==> src/rtl/cmd_sched_if.sv <==
// Requester-side command bus: per-requester valid and command word, one-hot ready back.
interface cmd_sched_if #(
    parameter int unsigned NUM_REQ = 4
);
    logic [NUM_REQ-1:0]    req_valid;
    logic [32*NUM_REQ-1:0] req_cmd;
    logic [NUM_REQ-1:0]    req_ready;

    modport master (output req_valid, output req_cmd, input  req_ready);
    modport slave  (input  req_valid, input  req_cmd, output req_ready);
endinterface

==> src/rtl/cmd_sched.sv <==
// Command scheduler: round-robin arbitration of NUM_REQ requesters onto one executor
// that decodes and runs BANK / OUT commands and reports malformed words.
module cmd_sched #(
    parameter int unsigned NUM_REQ = 4
) (
    input  logic              clk,
    input  logic              rst_n,
    cmd_sched_if.slave        req,
    output logic [31:0]       bank_val,
    output logic [3:0]        bank_wr_stb,
    output logic [4:0]        out_sel,
    output logic              out_upd,
    output logic              err,
    output logic [3:0]        err_cmd_id,
    output logic              busy
);
    localparam int unsigned PTR_W    = (NUM_REQ > 1) ? $clog2(NUM_REQ) : 1;
    localparam int unsigned NUM_BANK = 4;

    typedef enum logic [1:0] {IDLE, EXEC_BANK, EXEC_OUT, EXEC_ERR} state_t;

    state_t           state;
    logic [PTR_W-1:0] rr_ptr;
    logic [3:0]       pend_en;
    logic [7:0]       bank_data;
    logic [4:0]       out_data;
    logic [3:0]       cmd_id;

    logic             grant_found_c;
    logic [PTR_W-1:0] grant_idx_c;
    logic [PTR_W:0]   cand_c;
    logic [31:0]      grant_cmd_c;
    logic [NUM_REQ-1:0] ready_c;
    logic             bank_ok_c;
    logic             out_ok_c;
    logic [3:0]       low_bit_c;
    logic             last_c;
    logic [PTR_W-1:0] next_ptr_c;

    // First valid requester at or after rr_ptr, scanning upward with wrap
    always_comb begin
        grant_found_c = 1'b0;
        grant_idx_c   = '0;
        cand_c        = '0;
        for (int unsigned k = 0; k < NUM_REQ; k++) begin
            cand_c = {1'b0, rr_ptr} + (PTR_W+1)'(k);
            if (cand_c >= (PTR_W+1)'(NUM_REQ))
                cand_c = cand_c - (PTR_W+1)'(NUM_REQ);
            if (!grant_found_c && req.req_valid[cand_c[PTR_W-1:0]]) begin
                grant_found_c = 1'b1;
                grant_idx_c   = cand_c[PTR_W-1:0];
            end
        end
    end

    always_comb begin
        grant_cmd_c = '0;
        ready_c     = '0;
        for (int unsigned i = 0; i < NUM_REQ; i++) begin
            if (grant_idx_c == PTR_W'(i)) begin
                grant_cmd_c = req.req_cmd[32*i +: 32];
                ready_c[i]  = (state == IDLE) && grant_found_c;
            end
        end
    end

    assign req.req_ready = ready_c;

    assign bank_ok_c  = (grant_cmd_c[31:28] == 4'd0) && (grant_cmd_c[7:4] == 4'd0) &&
                        (grant_cmd_c[27:16] == 12'd0);
    assign out_ok_c   = (grant_cmd_c[31:28] == 4'd1) && (grant_cmd_c[27:5] == 23'd0);
    assign low_bit_c  = pend_en & 4'(~pend_en + 4'd1);
    assign last_c     = (pend_en & 4'(pend_en - 4'd1)) == 4'd0;
    assign next_ptr_c = (grant_idx_c == PTR_W'(NUM_REQ - 1)) ? '0 : grant_idx_c + PTR_W'(1);

    // Executor FSM; strobes default low so every pulse is exactly one cycle
    always_ff @(posedge clk or negedge rst_n) begin
        if (!rst_n) begin
            state       <= IDLE;
            rr_ptr      <= '0;
            pend_en     <= '0;
            bank_data   <= '0;
            out_data    <= '0;
            cmd_id      <= '0;
            bank_val    <= '0;
            bank_wr_stb <= '0;
            out_sel     <= '0;
            out_upd     <= 1'b0;
            err         <= 1'b0;
            err_cmd_id  <= '0;
            busy        <= 1'b0;
        end else begin
            bank_wr_stb <= '0;
            out_upd     <= 1'b0;
            err         <= 1'b0;
            unique case (state)
                IDLE: begin
                    if (grant_found_c) begin
                        rr_ptr    <= next_ptr_c;
                        pend_en   <= grant_cmd_c[3:0];
                        bank_data <= grant_cmd_c[15:8];
                        out_data  <= grant_cmd_c[4:0];
                        cmd_id    <= grant_cmd_c[31:28];
                        busy      <= 1'b1;
                        if (bank_ok_c)     state <= EXEC_BANK;
                        else if (out_ok_c) state <= EXEC_OUT;
                        else               state <= EXEC_ERR;
                    end
                end
                EXEC_BANK: begin
                    for (int unsigned i = 0; i < NUM_BANK; i++) begin
                        if (low_bit_c[i]) bank_val[8*i +: 8] <= bank_data;
                    end
                    bank_wr_stb <= low_bit_c;
                    pend_en     <= pend_en & ~low_bit_c;
                    if (last_c) begin
                        state <= IDLE;
                        busy  <= 1'b0;
                    end
                end
                EXEC_OUT: begin
                    out_sel <= out_data;
                    out_upd <= 1'b1;
                    state   <= IDLE;
                    busy    <= 1'b0;
                end
                EXEC_ERR: begin
                    err        <= 1'b1;
                    err_cmd_id <= cmd_id;
                    state      <= IDLE;
                    busy       <= 1'b0;
                end
                default: begin
                    state <= IDLE;
                    busy  <= 1'b0;
                end
            endcase
        end
    end
endmodule

==> src/flat_wrapper.sv <==
// flat-port wrapper written by rule: the top's interface ports become plain ports
module cmd_sched_flat 
#(
    parameter int unsigned NUM_REQ = 4
)
  (clk, rst_n, bank_val, bank_wr_stb, out_sel, out_upd, err, err_cmd_id, busy, req_req_valid, req_req_cmd, req_req_ready);
  cmd_sched_if #(.NUM_REQ(NUM_REQ)) req_i ();
  input  logic clk;
  input  logic rst_n;
  output logic [31:0] bank_val;
  output logic [3:0] bank_wr_stb;
  output logic [4:0] out_sel;
  output logic out_upd;
  output logic err;
  output logic [3:0] err_cmd_id;
  output logic busy;
  input wire logic [$bits(req_i.req_valid)-1:0] req_req_valid;
  input wire logic [$bits(req_i.req_cmd)-1:0] req_req_cmd;
  output wire logic [$bits(req_i.req_ready)-1:0] req_req_ready;
  assign req_i.req_valid = req_req_valid;
  assign req_i.req_cmd = req_req_cmd;
  assign req_req_ready = req_i.req_ready;
  cmd_sched #(.NUM_REQ(NUM_REQ)) u_core (.clk(clk), .rst_n(rst_n), .req(req_i), .bank_val(bank_val), .bank_wr_stb(bank_wr_stb), .out_sel(out_sel), .out_upd(out_upd), .err(err), .err_cmd_id(err_cmd_id), .busy(busy));
endmodule
==> config.mk <==
export PLATFORM = sky130hd
export DESIGN_NAME = cmd_sched_flat
export DESIGN_NICKNAME = d
export VERILOG_FILES = /design/src/rtl/cmd_sched_if.sv /design/src/rtl/cmd_sched.sv /design/src/flat_wrapper.sv
export SDC_FILE = /design/constraint.sdc
export NUM_CORES = 1
export LEC_CHECK = 0
export BUFFER_PORTS_ARGS = -buffer_cell sky130_fd_sc_hd__buf_2
export CELL_PAD_IN_SITES_DETAIL_PLACEMENT = 1
export CELL_PAD_IN_SITES_GLOBAL_PLACEMENT = 1
export CORE_ASPECT_RATIO = 1.4
export CORE_MARGIN = 3
export CORE_UTILIZATION = 33
export CTS_CLUSTER_SIZE = 30
export DETAILED_ROUTE_END_ITERATION = 10
export PLACE_DENSITY_LB_ADDON = 0.1
export SLEW_MARGIN = 20
export SYNTH_ARGS = -nofsm -noshare
export SYNTH_HDL_FRONTEND = slang
export SYNTH_SLANG_ARGS = --single-unit
==> constraint.sdc <==
create_clock -name clk -period 3.8 [get_ports clk]
set_input_delay 0.38 -clock clk [delete_from_list [all_inputs] [get_ports clk]]
set_output_delay 0.38 -clock clk [all_outputs]
set_load 0.01 [all_outputs]
[After elaboration in Yosys (flattened, before gate mapping)]
Cells that the tools add are included.
Cells by class
  eq/ne operators: 9
  mux-type cells: 42
  reductions and logical operators: 26
  add/sub/neg operators: 10
  bitwise gates (word level): 5
  $lt $le $gt $ge: 8
Operator list (number)
  32-bit 2-to-1 mux: 4
  2-bit 2-to-1 mux: 12
  23-bit zero test: 1
  1-bit 2-to-1 mux: 17
  2-bit AND reduction: 7
  4-bit bitwise AND: 3
  12-bit zero test: 1
  4-bit zero test: 3
  2-bit by 3-bit < comparator with 1-bit output, second input constant: 4
  3-bit >= comparator, second input constant: 3
  1-bit binary-select mux with 2-bit select: 4
  2-bit equality test, second input constant: 4
  4-bit 2-to-1 mux: 2
  4-bit NOT: 2
  4-bit case mux with 2 select lines: 1
  2-bit by 1-bit subtractor with 2-bit output, second input constant: 4
  1-bit logical AND: 7
  2-bit by 2-bit adder with 3-bit output, second input constant: 2
  2-bit case mux with 3 select lines: 1
  4-bit by 1-bit adder with 4-bit output, second input constant: 1
  2-bit by 1-bit equality test with 1-bit output, second input constant: 2
  4-bit by 1-bit equality test with 1-bit output, second input constant: 1
  2-bit zero test: 2
  2-bit by 1-bit inequality test with 1-bit output, second input constant: 2
  other kinds (8): 10
Storage, ports and cells
  register bits after elaboration: 73
  output and inout bits: 52
  logic and storage cells: 116

[Depth between registers and ports, before layout]
  depth after elaboration: 25
  mapped depth: 16
  depth with buffers taken out: 13

[Least setup slack after synthesis]
Ideal clock, no wire load.
  path type: input to register
  start point: in req_req_valid[3]
  end point: reg u_core.state[0]
  slack: 0.744 ns
  library setup time: 0.126 ns
  stages: 10
  data arrival time: 2.930 ns
  cell sequence: nor4_1 nor2_1 ha_1 buf_6 a21oi_2 a2bb2oi_1 or4_4 o32ai_2 o2111ai_1 o32a_1
On the way
  word-level cells in the longest chain between the ends: 23
  elaborated cells on any way between the ends: 44
RTL lines
  start: declaration: line flat_wrapper.sv:17  | input wire logic [$bits(req_i.req_valid)-1:0] req_req_valid;
  1-bit binary-select mux with 2-bit select: line cmd_sched.sv:49  | if (!grant_found_c && req.req_valid[cand_c[PTR_W-1:0]]) begin
  1-bit 2-to-1 mux (implied by the code): line cmd_sched.sv:49
  1-bit 2-to-1 mux: line cmd_sched.sv:49
  1-bit zero test: line cmd_sched.sv:49
  1-bit logical AND: line cmd_sched.sv:49
  1-bit 2-to-1 mux: line cmd_sched.sv:49
  1-bit zero test: line cmd_sched.sv:49
  1-bit logical AND: line cmd_sched.sv:49
  [... 4 more ...]
  2-bit zero test: line cmd_sched.sv:60  | if (grant_idx_c == PTR_W'(i)) begin
  32-bit 2-to-1 mux (4 in series): line cmd_sched.sv:60
  23-bit zero test (tied with other cells): line cmd_sched.sv:71  | assign out_ok_c = (grant_cmd_c[31:28] == 4'd1) && (grant_cmd_c[27:5] == 23'd0);
  1-bit logical AND, on equally long branches: line cmd_sched.sv:71, cmd_sched.sv:69
  1-bit 2-to-1 mux / 1-bit logical AND (equally long branches): line cmd_sched.sv:106, cmd_sched.sv:69
  2-bit 2-to-1 mux: line cmd_sched.sv:105  | if (bank_ok_c) state <= EXEC_BANK;
  2-bit 2-to-1 mux: line cmd_sched.sv:98  | if (grant_found_c) begin
  2-bit case mux with 3 select lines: line cmd_sched.sv:96  | unique case (state)
  end signal: assignment: line cmd_sched.sv:105
  end signal: assignment: line cmd_sched.sv:106  | else if (out_ok_c) state <= EXEC_OUT;
  end signal: assignment: line cmd_sched.sv:107  | else state <= EXEC_ERR;
  end: declaration: line cmd_sched.sv:22  | state_t state;
Parallel ways exist; a longest one is shown, timed or not. The select of a mux whose other input is x is not followed.
A chain may end at the register's enable or synchronous reset.

[Worst setup path after layout]
  start point: reg u_core.rr_ptr[0]
  end point: reg u_core.state[0]
On the way
  word-level cells in the longest chain between the ends: 25
  elaborated cells on any way between the ends: 59
RTL lines
  start: declaration: line cmd_sched.sv:23  | logic [PTR_W-1:0] rr_ptr;
  start signal: assignment: line cmd_sched.sv:99  | rr_ptr <= next_ptr_c;
  parallel branches: the longest is 25 deep, another holds 2-bit by 1-bit adder with 3-bit output
Several ways; the timed one is not identified. The select of a mux whose other input is x is not followed.

==> out/results.ini <==
[run_status]
status = finished clean

[setup_path]
startpoint_type = flop
endpoint_kind = flop
cp_max_fo = 18
critPathRequiredTime_ns = 4.01
critical_path_class = reg2reg
crit_arrival_ns = 3.51

[cells_and_area]
insertedDiodeCount = 0
drive_above_1_share_pct = 44.35
layout_common_cells = 184 x buf_2, 73 x dfrtp_1, 63 x nand2_1, 35 x mux2_2, 31 x nor2_1
nets = 708
area_growth_pct = 35.90
mostFrequentLayoutCell = buf_2

[global_route]
grt_max_degree = 74
gr-total-overflow = 0
antenna_found_initial = 0
track_usage_pct = 20.30
grt_pass1_vias = 3949
grt_pass1_wl_microns = 19900

[timing]
setup-violations-final = 0
whs_ns = 0.1715
skew_ns = 0.004001
worst_pin_slew_ns = 0.9188
rsz0062_at_grt = no
period_share_pct = 86.78
drv_slew = 0
min_period_ns = 3.298
setup_tns_ns = 0
hold_viol = 0
max_freq_mhz = 303.2
slew_headroom_pct = 38.75

[power_and_ir_drop]
p_leak_uw = 0.002665
peakVddDrop_mv = 0.2954
p_per_area_nw_per_um2 = 796.7

[placed_design]
io_buffers = 185
place.gp.congestion = 0.9261
dpl.hpwl_microns = 10370

[routing]
wire_per_inst_microns = 17.76
wl_microns = 12720
drtIter0Drc = 146
ant_nets = 0
num_vias = 3685
first_pass_iters = 4
drcViolationCount = 0
viasPerCell = 5.147

[clocking]
post_cts_buffers = 0
path_clk_slew_ns = 0.05
ctsResizeCount = 0
cts_tree = done
cts_buffer_depth = 2
cts.htree.levels = 3
holdBufCountCts = 0
numCtsBuffers = 9
clock-root-buffer = clkbuf_16
cts.sinks = 73
clkLatencyLatePin_ns = 0.33

[worst_hold_path]
hold_path.class = in2async

[flow_run]
drv_cap = 0

[floorplanning]
pin_count = 186
dieArea_sq_um = 12800
die_w_microns = 96.47
start_util_pct = 34.26
coreArea_sq_um = 11040
rows = 45
dieHeight_microns = 132.7

[logic_synthesis]
synthCells = 388
yosysWarnings = 0
ys_ff_latch = 73
synthFlopType = dfrtp_1
synthDistinctLibCells = 53
synth_area_per_cell_sq_um = 9.745
syn-num-nets = 526
synth_seq_area_share_pct = 48.31
syn_area_sq_um = 3781
synthArstFlopShare_pct = 100.0
synth-edff-count = 0

-- Yosys cell counts (all sizes together), types with 3 or more instances --
| library cell | n | area, sq um |
|---|---|---|
| nor2b | 3 | 18.77 |
| nor3 | 13 | 65.06 |
| inv | 11 | 43.80 |
| nand2 | 63 | 236.5 |
| o21ai | 18 | 90.09 |
| nand2b | 5 | 31.28 |
| mux2 | 35 | 394.1 |
| o41ai | 3 | 26.28 |
| and2 | 3 | 18.77 |
| a221o | 5 | 50.05 |
| nor4 | 8 | 50.05 |
| o31ai | 4 | 30.03 |
| clkbuf | 12 | 45.04 |
| nor2 | 31 | 116.4 |
| nand3 | 5 | 25.02 |
| o22ai | 5 | 31.28 |
| buf | 12 | 71.31 |
| dfrtp | 73 | 1827 |
| o311a | 3 | 30.03 |
| o21a | 3 | 22.52 |
| a21o | 3 | 22.52 |
| a221oi | 13 | 126.4 |
| a21oi | 21 | 108.9 |
| ha | 4 | 50.05 |
| or2 | 3 | 18.77 |
-- report_power, final --
part           switching (uW)  internal, uW  leakage, uW
Sequential                234          1100     0.000939
Combinational            1090           860      0.00158
Clock                     293           511     0.000149
-- area by class of cell --
class / count / area (sq um)
clock buffers: 14 / 284.0
clock inverters: 2 / 10.01
fillers: 1373 / 5897
inverters: 13 / 51.30
multi-input cells: 278 / 1787
flip-flops and latches: 73 / 1827
well taps: 141 / 176.4
repair buffers: 195 / 1003
-- layer usage --
metal	part of all wire [%]	vias up	GRT usage [%]	wire length (microns)
li1	-	1765	-	-
met2	52	157	36.44	6664
met1	39	1745	23.28	4950
met3	6.8	18	3.754	863
met5	0	-	0	0
met4	1.9	0	7.566	240
-- path summary, 6_finish.rpt --
| check | startpoint | endpoint | slack [ns] | cells after the start |
|---|---|---|---|---|
| setup / recovery | u_core.rr_ptr[0] | u_core.state[0] | 0.50 | 12 |
| hold / removal | rst_n | u_core.bank_wr_stb[3] | 0.17 | 1 |
| setup reg to reg | u_core.rr_ptr[0] | u_core.state[0] | 0.50 | 12 |
| hold reg to reg | u_core.bank_val[21] | u_core.bank_val[21] | 0.47 | 2 |
| max in group asynchronous | rst_n | u_core.bank_val[17] | 3.01 | 1 |
| min in group clk | req_req_cmd[107] | u_core.bank_data[3] | 0.39 | 3 |
-- flip-flops by register name (all words and copies together), names as in the netlist --
signal,cells
u_core.out_upd,1
u_core.pend_en,4
u_core.out_data,5
u_core.bank_val,32
u_core.cmd_id,4
u_core.state,2
u_core.bank_wr_stb,4
u_core.err_cmd_id,4
u_core.out_sel,5
u_core.bank_data,8
u_core.busy,1
u_core.err,1
u_core.rr_ptr,2
-- metrics by stage --
step | power [uW] | cell area (sq um) | setup WS, ns | util (%) | cells
2_1_floorplan | 2609 | 3781 | 0.7436 | - | 388
3_3_place_gp | 3253 | 4845 | 0.5365 | 43.90 | 700
3_5_place_dp | 3330 | 4845 | 0.4284 | 43.90 | 700
4_1_cts | 4150 | 5139 | 0.5540 | 46.56 | 716
5_1_grt | 4432 | 5139 | 0.2563 | 46.56 | 716
6_report | 4094 | 5139 | 0.5022 | 46.56 | 716
-- cell families after synthesis --
group                    after synthesis  share of synthesized area, %
AO/OA/AOI/OAI                         96                         18.33
adder cells (fa/ha/maj)                4                         1.324
buffers and inverters                 37                         4.434
flip-flops                            73                         48.31
multiplexers                          36                         10.69
AND/OR/NAND/NOR                      142                         16.91
-- critical path, cell delays in order, from the launching register on --
cell and delay, ns:
dfrtp_1 0.43, nor2_1 0.10, a21oi_1 0.14, nor2_1 0.05, a221o_1 0.29, nor2_1 0.14, ha_1 0.48, buf_4 0.33
a221o_1 0.20, o221ai_1 0.19, nor4_1 0.36, o2111ai_1 0.17, o32a_1 0.30
Power figures use the tool's default switching activity.
